===== src/rtl/clock_div_pkg.sv =====
// ---------------------------------------------------------------------------
// clock_div_pkg
//
// Shared definitions for the clock-enable divider and its ratio-change
// sequencer.
//   state_e        : sequencer states (RUN, DRAIN, HOLD)
//   quiesce_cnt_w  : width of a counter that has to reach QUIESCE_CYCLES
// ---------------------------------------------------------------------------
package clock_div_pkg;

  typedef enum logic [1:0] {
    RUN   = 2'd0,
    DRAIN = 2'd1,
    HOLD  = 2'd2
  } state_e;

  // Enough bits to count 0..quiesce_cycles inclusive.
  function automatic int quiesce_cnt_w(input int quiesce_cycles);
    return $clog2(quiesce_cycles + 1);
  endfunction

endpackage


===== src/rtl/clock_div_counter.sv =====
// ---------------------------------------------------------------------------
// clock_div_counter
//
// Divisor counter with registered enable pulse and divide-by-2D level.
//   clock    : sole clock, rising edge
//   reset    : synchronous, active-high
//   run      : count and emit enables using div
//   clear    : force counter, en and div_clk to zero (has priority over run)
//   div      : active divisor; 0 means no enables and div_clk holds
//   en       : registered one-cycle enable pulse, every div cycles
//   div_clk  : registered level, toggles together with every en pulse
//   fall     : combinational, high in the cycle whose closing edge would
//              toggle div_clk from 1 to 0
// ---------------------------------------------------------------------------
module clock_div_counter #(
  parameter int CNT_W = 8
) (
  input  logic             clock,
  input  logic             reset,
  input  logic             run,
  input  logic             clear,
  input  logic [CNT_W-1:0] div,
  output logic             en,
  output logic             div_clk,
  output logic             fall
);

  logic [CNT_W-1:0] cnt_q, cnt_d;
  logic             en_q, en_d;
  logic             div_clk_q, div_clk_d;
  logic [CNT_W:0]   cnt_inc;
  logic             hit;

  // The terminal-count compare is done one bit wider than the counter so
  // that a divisor of 2^CNT_W-1 never sees the increment wrap to zero.
  always_comb begin
    cnt_inc = {1'b0, cnt_q} + (CNT_W+1)'(1);
    hit     = (div != '0) && (cnt_inc == {1'b0, div});
    fall    = hit && div_clk_q;
  end

  // Next-state for the counter, enable pulse and divided level.
  always_comb begin
    cnt_d     = cnt_q;
    en_d      = 1'b0;
    div_clk_d = div_clk_q;
    if (clear) begin
      cnt_d     = '0;
      div_clk_d = 1'b0;
    end else if (run) begin
      if (div == '0) begin
        cnt_d = '0;
      end else if (hit) begin
        cnt_d     = '0;
        en_d      = 1'b1;
        div_clk_d = ~div_clk_q;
      end else begin
        cnt_d = cnt_inc[CNT_W-1:0];
      end
    end
  end

  always_ff @(posedge clock) begin
    if (reset) begin
      cnt_q     <= '0;
      en_q      <= 1'b0;
      div_clk_q <= 1'b0;
    end else begin
      cnt_q     <= cnt_d;
      en_q      <= en_d;
      div_clk_q <= div_clk_d;
    end
  end

  assign en      = en_q;
  assign div_clk = div_clk_q;

endmodule


===== src/rtl/clock_div_sequencer.sv =====
// ---------------------------------------------------------------------------
// clock_div_sequencer
//
// Programmable clock-enable divider with a glitch-free ratio-change
// sequencer. A new divisor is accepted on a valid/ready port, the output is
// drained to a low div_clk phase, enables are held off for QUIESCE_CYCLES,
// then the new ratio takes effect with the counter starting from zero.
//   clock      : sole clock, rising edge
//   reset      : synchronous, active-high
//   req_valid  : new divisor request
//   req_ready  : high in RUN; request accepted when req_valid && req_ready
//   req_div    : requested divisor, 0 = stop
//   en         : registered one-cycle enable pulse
//   div_clk    : registered level, toggles on every en pulse
//   cur_div    : active divisor
//   busy       : ratio change in progress
// ---------------------------------------------------------------------------
module clock_div_sequencer
  import clock_div_pkg::*;
#(
  parameter int CNT_W          = 8,
  parameter int QUIESCE_CYCLES = 4,
  parameter int RESET_DIV      = 1
) (
  input  logic             clock,
  input  logic             reset,
  input  logic             req_valid,
  output logic             req_ready,
  input  logic [CNT_W-1:0] req_div,
  output logic             en,
  output logic             div_clk,
  output logic [CNT_W-1:0] cur_div,
  output logic             busy
);

  localparam int               QW      = quiesce_cnt_w(QUIESCE_CYCLES);
  localparam logic [QW-1:0]    Q_LAST  = QW'(QUIESCE_CYCLES - 1);
  localparam logic [CNT_W-1:0] RST_DIV = CNT_W'(RESET_DIV);

  state_e           state_q, state_d;
  logic [CNT_W-1:0] cur_div_q, cur_div_d;
  logic [CNT_W-1:0] pending_q, pending_d;
  logic [QW-1:0]    qcnt_q, qcnt_d;
  logic             cnt_run, cnt_clear, cnt_fall;

  // Sequencer next-state. DRAIN leaves on the edge where div_clk would fall,
  // so the divided clock always ends its old ratio on a complete low phase;
  // a stopped divider (cur_div 0) has nothing to drain.
  always_comb begin
    state_d   = state_q;
    cur_div_d = cur_div_q;
    pending_d = pending_q;
    qcnt_d    = '0;
    case (state_q)
      RUN: begin
        if (req_valid) begin
          pending_d = req_div;
          state_d   = DRAIN;
        end
      end
      DRAIN: begin
        if ((cur_div_q == '0) || cnt_fall) begin
          state_d = HOLD;
        end
      end
      HOLD: begin
        if (qcnt_q == Q_LAST) begin
          state_d   = RUN;
          cur_div_d = pending_q;
        end else begin
          qcnt_d = qcnt_q + QW'(1);
        end
      end
      default: state_d = RUN;
    endcase
  end

  // The counter is cleared on the edge that enters HOLD as well as through
  // HOLD itself. Clearing on entry suppresses the enable that would
  // accompany the final falling edge, so no en pulse lands in HOLD, and
  // clearing on the last HOLD edge makes the first RUN cycle start at zero.
  always_comb begin
    cnt_clear = (state_q == HOLD) || (state_d == HOLD);
    cnt_run   = !cnt_clear;
  end

  always_ff @(posedge clock) begin
    if (reset) begin
      state_q   <= RUN;
      cur_div_q <= RST_DIV;
      pending_q <= '0;
      qcnt_q    <= '0;
    end else begin
      state_q   <= state_d;
      cur_div_q <= cur_div_d;
      pending_q <= pending_d;
      qcnt_q    <= qcnt_d;
    end
  end

  clock_div_counter #(
    .CNT_W (CNT_W)
  ) u_counter (
    .clock   (clock),
    .reset   (reset),
    .run     (cnt_run),
    .clear   (cnt_clear),
    .div     (cur_div_q),
    .en      (en),
    .div_clk (div_clk),
    .fall    (cnt_fall)
  );

  assign req_ready = (state_q == RUN);
  assign busy      = (state_q != RUN);
  assign cur_div   = cur_div_q;

endmodule


===== config.mk =====
export PLATFORM = sky130hd
export DESIGN_NAME = clock_div_sequencer
export DESIGN_NICKNAME = d
export VERILOG_FILES = /design/src/rtl/clock_div_pkg.sv /design/src/rtl/clock_div_counter.sv /design/src/rtl/clock_div_sequencer.sv
export SDC_FILE = /design/constraint.sdc
export NUM_CORES = 1
export LEC_CHECK = 0
export CAP_MARGIN = 20
export CORE_MARGIN = 2
export CORE_UTILIZATION = 50
export DETAILED_ROUTE_END_ITERATION = 12
export PLACE_DENSITY = 0.76
export SKIP_LAST_GASP = 1
export SLEW_MARGIN = 20
export SYNTH_ARGS = -nofsm -noshare
export SYNTH_HDL_FRONTEND = slang
export SYNTH_SLANG_ARGS = --single-unit

===== constraint.sdc =====
create_clock -name clock -period 2.8 [get_ports clock]
set_input_delay 0.7 -clock clock [delete_from_list [all_inputs] [get_ports clock]]
set_output_delay 0.7 -clock clock [all_outputs]
set_load 0.01 [all_outputs]

# After elaboration in Yosys (flattened, before gate mapping)
# Cells that the tools add are included.
word_totals:
  regBits: 31
  latch_bits: 0
  ram_bits: 0
  romBits: 0
  out_inout_bits: 12
  word_cells: 37
  n_memories: 0
classes:
  addsub: 2
  n_mul: 0
  div_mod_pow: 0
  n_lt_le_gt_ge: 0
  eq_ne: 5
  n_shift: 0
  mux: 5
  bitwise_logic: 3
  reduce_logical: 15
ops:
  columns: ["cell", "count"]
  rows:
  - ["$add 8x1->9 const B", 1]
  - ["$eq 9x8->1", 1]
  - ["$logic_not 8->1", 1]
  - ["$reduce_bool 8->1", 1]
  - ["$mux 2", 3]
  - ["$pmux 2 s3", 1]
  - ["$reduce_and 2->1", 3]
  - ["$reduce_or 3->1", 2]
  - ["$eq 2x2->1 const B", 2]
  - ["$reduce_or 4->1", 1]
  - ["$add 3x1->3 const B", 1]
  - ["$eq 3x2->1 const B", 1]
  - ["$not 1->1", 3]
  - ["$eq 2x1->1 const B", 1]
  - ["$logic_and 1x1->1", 2]
  - ["$logic_not 2->1", 1]
  - ["$logic_or 1x1->1", 2]
  - ["$reduce_bool 2->1", 1]
  - ["$reduce_or 2->1", 1]
  - ["$mux 1", 1]

# Logic depth before layout (Yosys ltp)
logic_depth:
  word_depth: 10
  depth_mapped: 7
  depth_no_buf: 7

# Hierarchy
# Synthesis repeated with hierarchy kept, for this count alone.
unflattened:
  cells_unflattened: 187
  area_unflattened_um2: 1662.8
modules_own_cells:
  columns: ["mod", "instances", "cells_per_inst", "area_each_um2"]
  rows:
  - ["clock_div_sequencer", 1, 83, 843.3]
  - ["clock_div_counter", 1, 104, 819.5]

# Worst setup path before layout
# No wires, ideal clock.
synth_path:
  kind: "register to register"
  startpoint: "register u_counter.cnt_q[0]"
  endpoint: "register u_counter.div_clk_q, in the netlist u_counter.div_clk"
  setup_ps: 126
  arrival_time_ps: 1818
  required_time_ps: 2674
  setup_slack_ps: 855
  stages_incl_launch_ff: 8
  n_path_buf: 0
  path_cell_list: "dfxtp_1 > ha_1 > xnor2_1 > xor2_1 > o2111ai_1 > or4_1 > o311ai_1 > a21oi_1"
synth_via:
  elab_chain_len: 10
synth_lines:
  columns: ["element", "line_no", "rtl"]
  rows:
  - ["start: declaration", "clock_div_counter.sv:28", "logic [CNT_W-1:0] cnt_q, cnt_d;"]
  - ["start signal: assignment", "clock_div_counter.sv:69", "cnt_q <= cnt_d;"]
  - ["$add 8x1->9 *", "clock_div_counter.sv:37", "cnt_inc = {1'b0, cnt_q} + (CNT_W+1)'(1);"]
  - ["$eq 9x8->1 *", "clock_div_counter.sv:38", "hit = (div != '0) && (cnt_inc == {1'b0, div});"]
  - ["$logic_and 1x1->1 *", "clock_div_counter.sv:38", null]
  - ["$logic_and 1x1->1", "clock_div_counter.sv:39", "fall = hit && div_clk_q;"]
  - ["$logic_or 1x1->1", "clock_div_sequencer.sv:62", "if ((cur_div_q == '0) || cnt_fall) begin"]
  - ["$mux 2", "clock_div_sequencer.sv:62", null]
  - ["$pmux 2 s3", "clock_div_sequencer.sv:54", "case (state_q)"]
  - ["$eq 2x2->1", "clock_div_sequencer.sv:83", "cnt_clear = (state_q == HOLD) || (state_d == HOLD);"]
  - ["$logic_or 1x1->1", "clock_div_sequencer.sv:83", null]
  - ["$reduce_or 2->1 (no source line)", null, null]
  - ["end signal: assignment", "clock_div_counter.sv:71", "div_clk_q <= div_clk_d;"]
  - ["end: declaration", "clock_div_counter.sv:30", "logic div_clk_q, div_clk_d;"]
# Every way passes the cells marked *; elsewhere a longest branch is shown, timed or not.
# A chain may end at the register's enable or synchronous reset.

# Final worst setup path
layout_path:
  startpoint: "register state_q[0]"
  endpoint: "output req_ready"
layout_via:
  elab_chain_len: 1
layout_lines:
  columns: ["element", "line_no", "rtl"]
  rows:
  - ["start: declaration", "clock_div_sequencer.sv:40", "state_e state_q, state_d;"]
  - ["start signal: assignment", "clock_div_sequencer.sv:94", "state_q <= state_d;"]
  - ["$logic_not 2->1", "clock_div_sequencer.sv:114", "assign req_ready = (state_q == RUN);"]
  - ["end: declaration", "clock_div_sequencer.sv:28", "output logic req_ready,"]
# Every way passes these cells.

==> flow_summary.ini <==
[timing]
setup_viol_count_final = 0
max-slew-margin-rel_pct = 59.4
period_share_pct = 76.8
rsz0062_at_grt = no
tns_ps = 0
worstMarginPinSlew_ps = 608
fin_skew_ps = 8.31
clock.fmax_mhz = 465
slew_viol_final = 0
finalCriticalPeriod_ps = 2150
hold_viol = 0

[cells_and_area]
drive_gt1_share_pct = 6.88
fill_cells = 247
seq_area_um2 = 621
areaGrowthSynthToFinish_pct = 23.3
multi_input_area_um2 = 718
n_antenna_cell = 0
fin_util_pct = 63.5
nets = 202

[logic_synthesis]
synth-xor-area-share_pct = 11.8
seq_area_frac_synth_pct = 44.8
synth_warnings = 0
synth_area_leader_cell = dfxtp_1
synthMostInstantiatedCell = nand2_1
async_flop_share_pct = 0
synthAdderAreaFrac_pct = 2.71
synth.area.top_cells = dfxtp_1 (45%), nand2_1 (8.7%), a21oi_1 (6.1%), xnor2_1 (5.7%), xor2_1 (4.4%)
synth_seq_cells = 31
synth-edff-count = 0
syn_area_um2 = 1380
syn_nets = 178
synth_top_family_by_area = simple AND/OR/NAND/NOR gates
synth_common_cells = nand2_1 (32), dfxtp_1 (31), a21oi_1 (17), nor2_1 (16), nand3_1 (10)
synthSimpleGateAreaFrac_pct = 28.6
synth_cell_type_count = 31
synth_compound_area_share_pct = 8.77
yosys.area.top_type_share_pct = 44.8
synthFlopType = dfxtp_1
avgSynthCellArea_um2 = 8.44
synth_cells = 164
synthMuxAreaShare_pct = 0

[min_path]
hold_end = qcnt_q[0]
min_path_type = flop to flop
whs_path_depth = 1
worstHoldStart = qcnt_q[0]

[detailed_routing]
routed-via-count = 1135
viasPerCell = 5.16
avgRoutedWirePerCell_um = 12.1
drt-pass1-iter-count = 4
drc = 0
drt.antenna.violating_nets = 0
detail_route.iter0.violations = 43
routed_wl_um = 2670

[worst_setup_path]
critical_path_class = flop to output pin
reg2reg_from = u_counter.cnt_q[0]
r2r_slack_ps = 700
end_kind = output pin
ff2ff_path_depth = 7
r2r-end = u_counter.div_clk
worstPathMaxFanout = 4
worstPathRequired_ps = 2100
startpoint_type = flop
arrival_ps = 1450

[floorplan]
ios = 23
initial_utilization_pct = 51.5
die_area_um2 = 3200
row_count = 19
die_y_um = 56.6
core-area_um2 = 2690
die_w_um = 56.6

[job]
cap_violations = 0

[pwr]
switching_share_pct = 30.5
power_frac_seq_pct = 42.2
p_int_mw = 0.891
p_per_area_nw_per_um2 = 751
leakage_nw = 0.665
clockPowerShare_pct = 28.6
vdd_drop_max_mv = 0.596
power_mw = 1.28
p_sw_mw = 0.392
combPwrFrac_pct = 29.2

[clock_tree]
post_cts_buffers = 0
cts_sinks = 31
holdBufCountCts = 0
cts_tree = done
clkLatencyLatePin_ps = 330
root_buffer = clkbuf_4
cts_buffers = 5
cts_buffer_depth = 2
cts_resized = 0
clk_pin_slew_ps = 90
cts_max_level = 2

[status]
status = finished clean

[grt]
grt_max_degree = 15
grt_overflow = 0
grt_pass1_wl_um = 4660
grt_pass1_vias = 1126
antenna_found_initial = 0
track_usage_pct = 19.1

[placed_design]
post-dp-hpwl_um = 2090
io_buffers = 22
place_congestion = 0.795
[per-stage QoR]
stage | cells | area, um2 | hold WS [ps] | setup slack [ps]
5_1_grt | 220 | 1710 | 449 | 469
3_5_place_dp | 212 | 1620 | 420 | 673
2_1_floorplan | 164 | 1380 | 397 | 855
4_1_cts | 220 | 1710 | 435 | 623
3_3_place_gp | 212 | 1620 | 413 | 704
6_report | 220 | 1710 | 428 | 649
[power by group through the flow]
stage | clock network, mW | registers (mW) | logic [mW]
final | 0.367 | 0.541 | 0.375
after global routing | 0.389 | 0.550 | 0.425
after CTS | 0.374 | 0.540 | 0.381
after detailed placement | 0 | 0.550 | 0.380
after global placement | 0 | 0.546 | 0.369
after floorplan | 0 | 0.546 | 0.249
[cells in the final DEF, fill, tap and decap left out, drive strengths merged, types with 4 or more instances in the layout]
cell type,n
nand2,32
dfxtp,31
clkdlybuf4s50,22
a21oi,17
nor2,16
nand3,12
xnor2,9
xor2,7
clkbuf,6
inv,4
nor2b,4
[area by class of cell]
type	instances	share of cell area, %
timing repair buffer	23	13.3
clock inverter	2	2.05
inverter	4	0.880
tap	31	2.27
clock buffer	6	3.01
sequential	31	36.4
multi-input combinational	123	42.1
[worst max path at each step]
stage / startpoint / end / slack, ps / cells past startpoint
final: state_q[0] / req_ready / 650 / 2
after global routing: state_q[0] / req_ready / 470 / 2
after CTS: state_q[0] / req_ready / 620 / 2
after detailed placement: reset / qcnt_q[2] / 670 / 4
after global placement: reset / qcnt_q[0] / 700 / 4
after floorplan: u_counter.cnt_q[0] / u_counter.div_clk / 860 / 7
[cell families (layout without fill, tap and decap cells)]
family                     after synthesis  count (layout)
xor gates and xnor gates                17              17
and+or+nand+nor                         81              81
buffers and inverters                   10              35
AOI/OAI and AO/OA                       22              22
DFF                                     31              31
adders and majority gates                3               3
[worst max-delay path, stage by stage (launching register included)]
cell and delay [ps]:
dfxtp_1 340, nor2_1 210, clkdlybuf4s50_1 570
[sequential cells by signal (all words and copies together) (netlist names)]
name	flops
cur_div	8
qcnt_q	3
u_counter.en	1
pending_q	8
u_counter.cnt_q	8
u_counter.div_clk	1
state_q	2
[layer usage]
layer | vias up | wire [um] | global-route usage, %
li1 | 597 | - | -
met1 | 508 | 1100 | 19.7
met2 | 25 | 1410 | 34.7
met3 | 5 | 111 | 5.76
met4 | 0 | 46 | 8.84
met5 | - | 0 | 0
No activity file was read; power rests on OpenSTA's default activity.
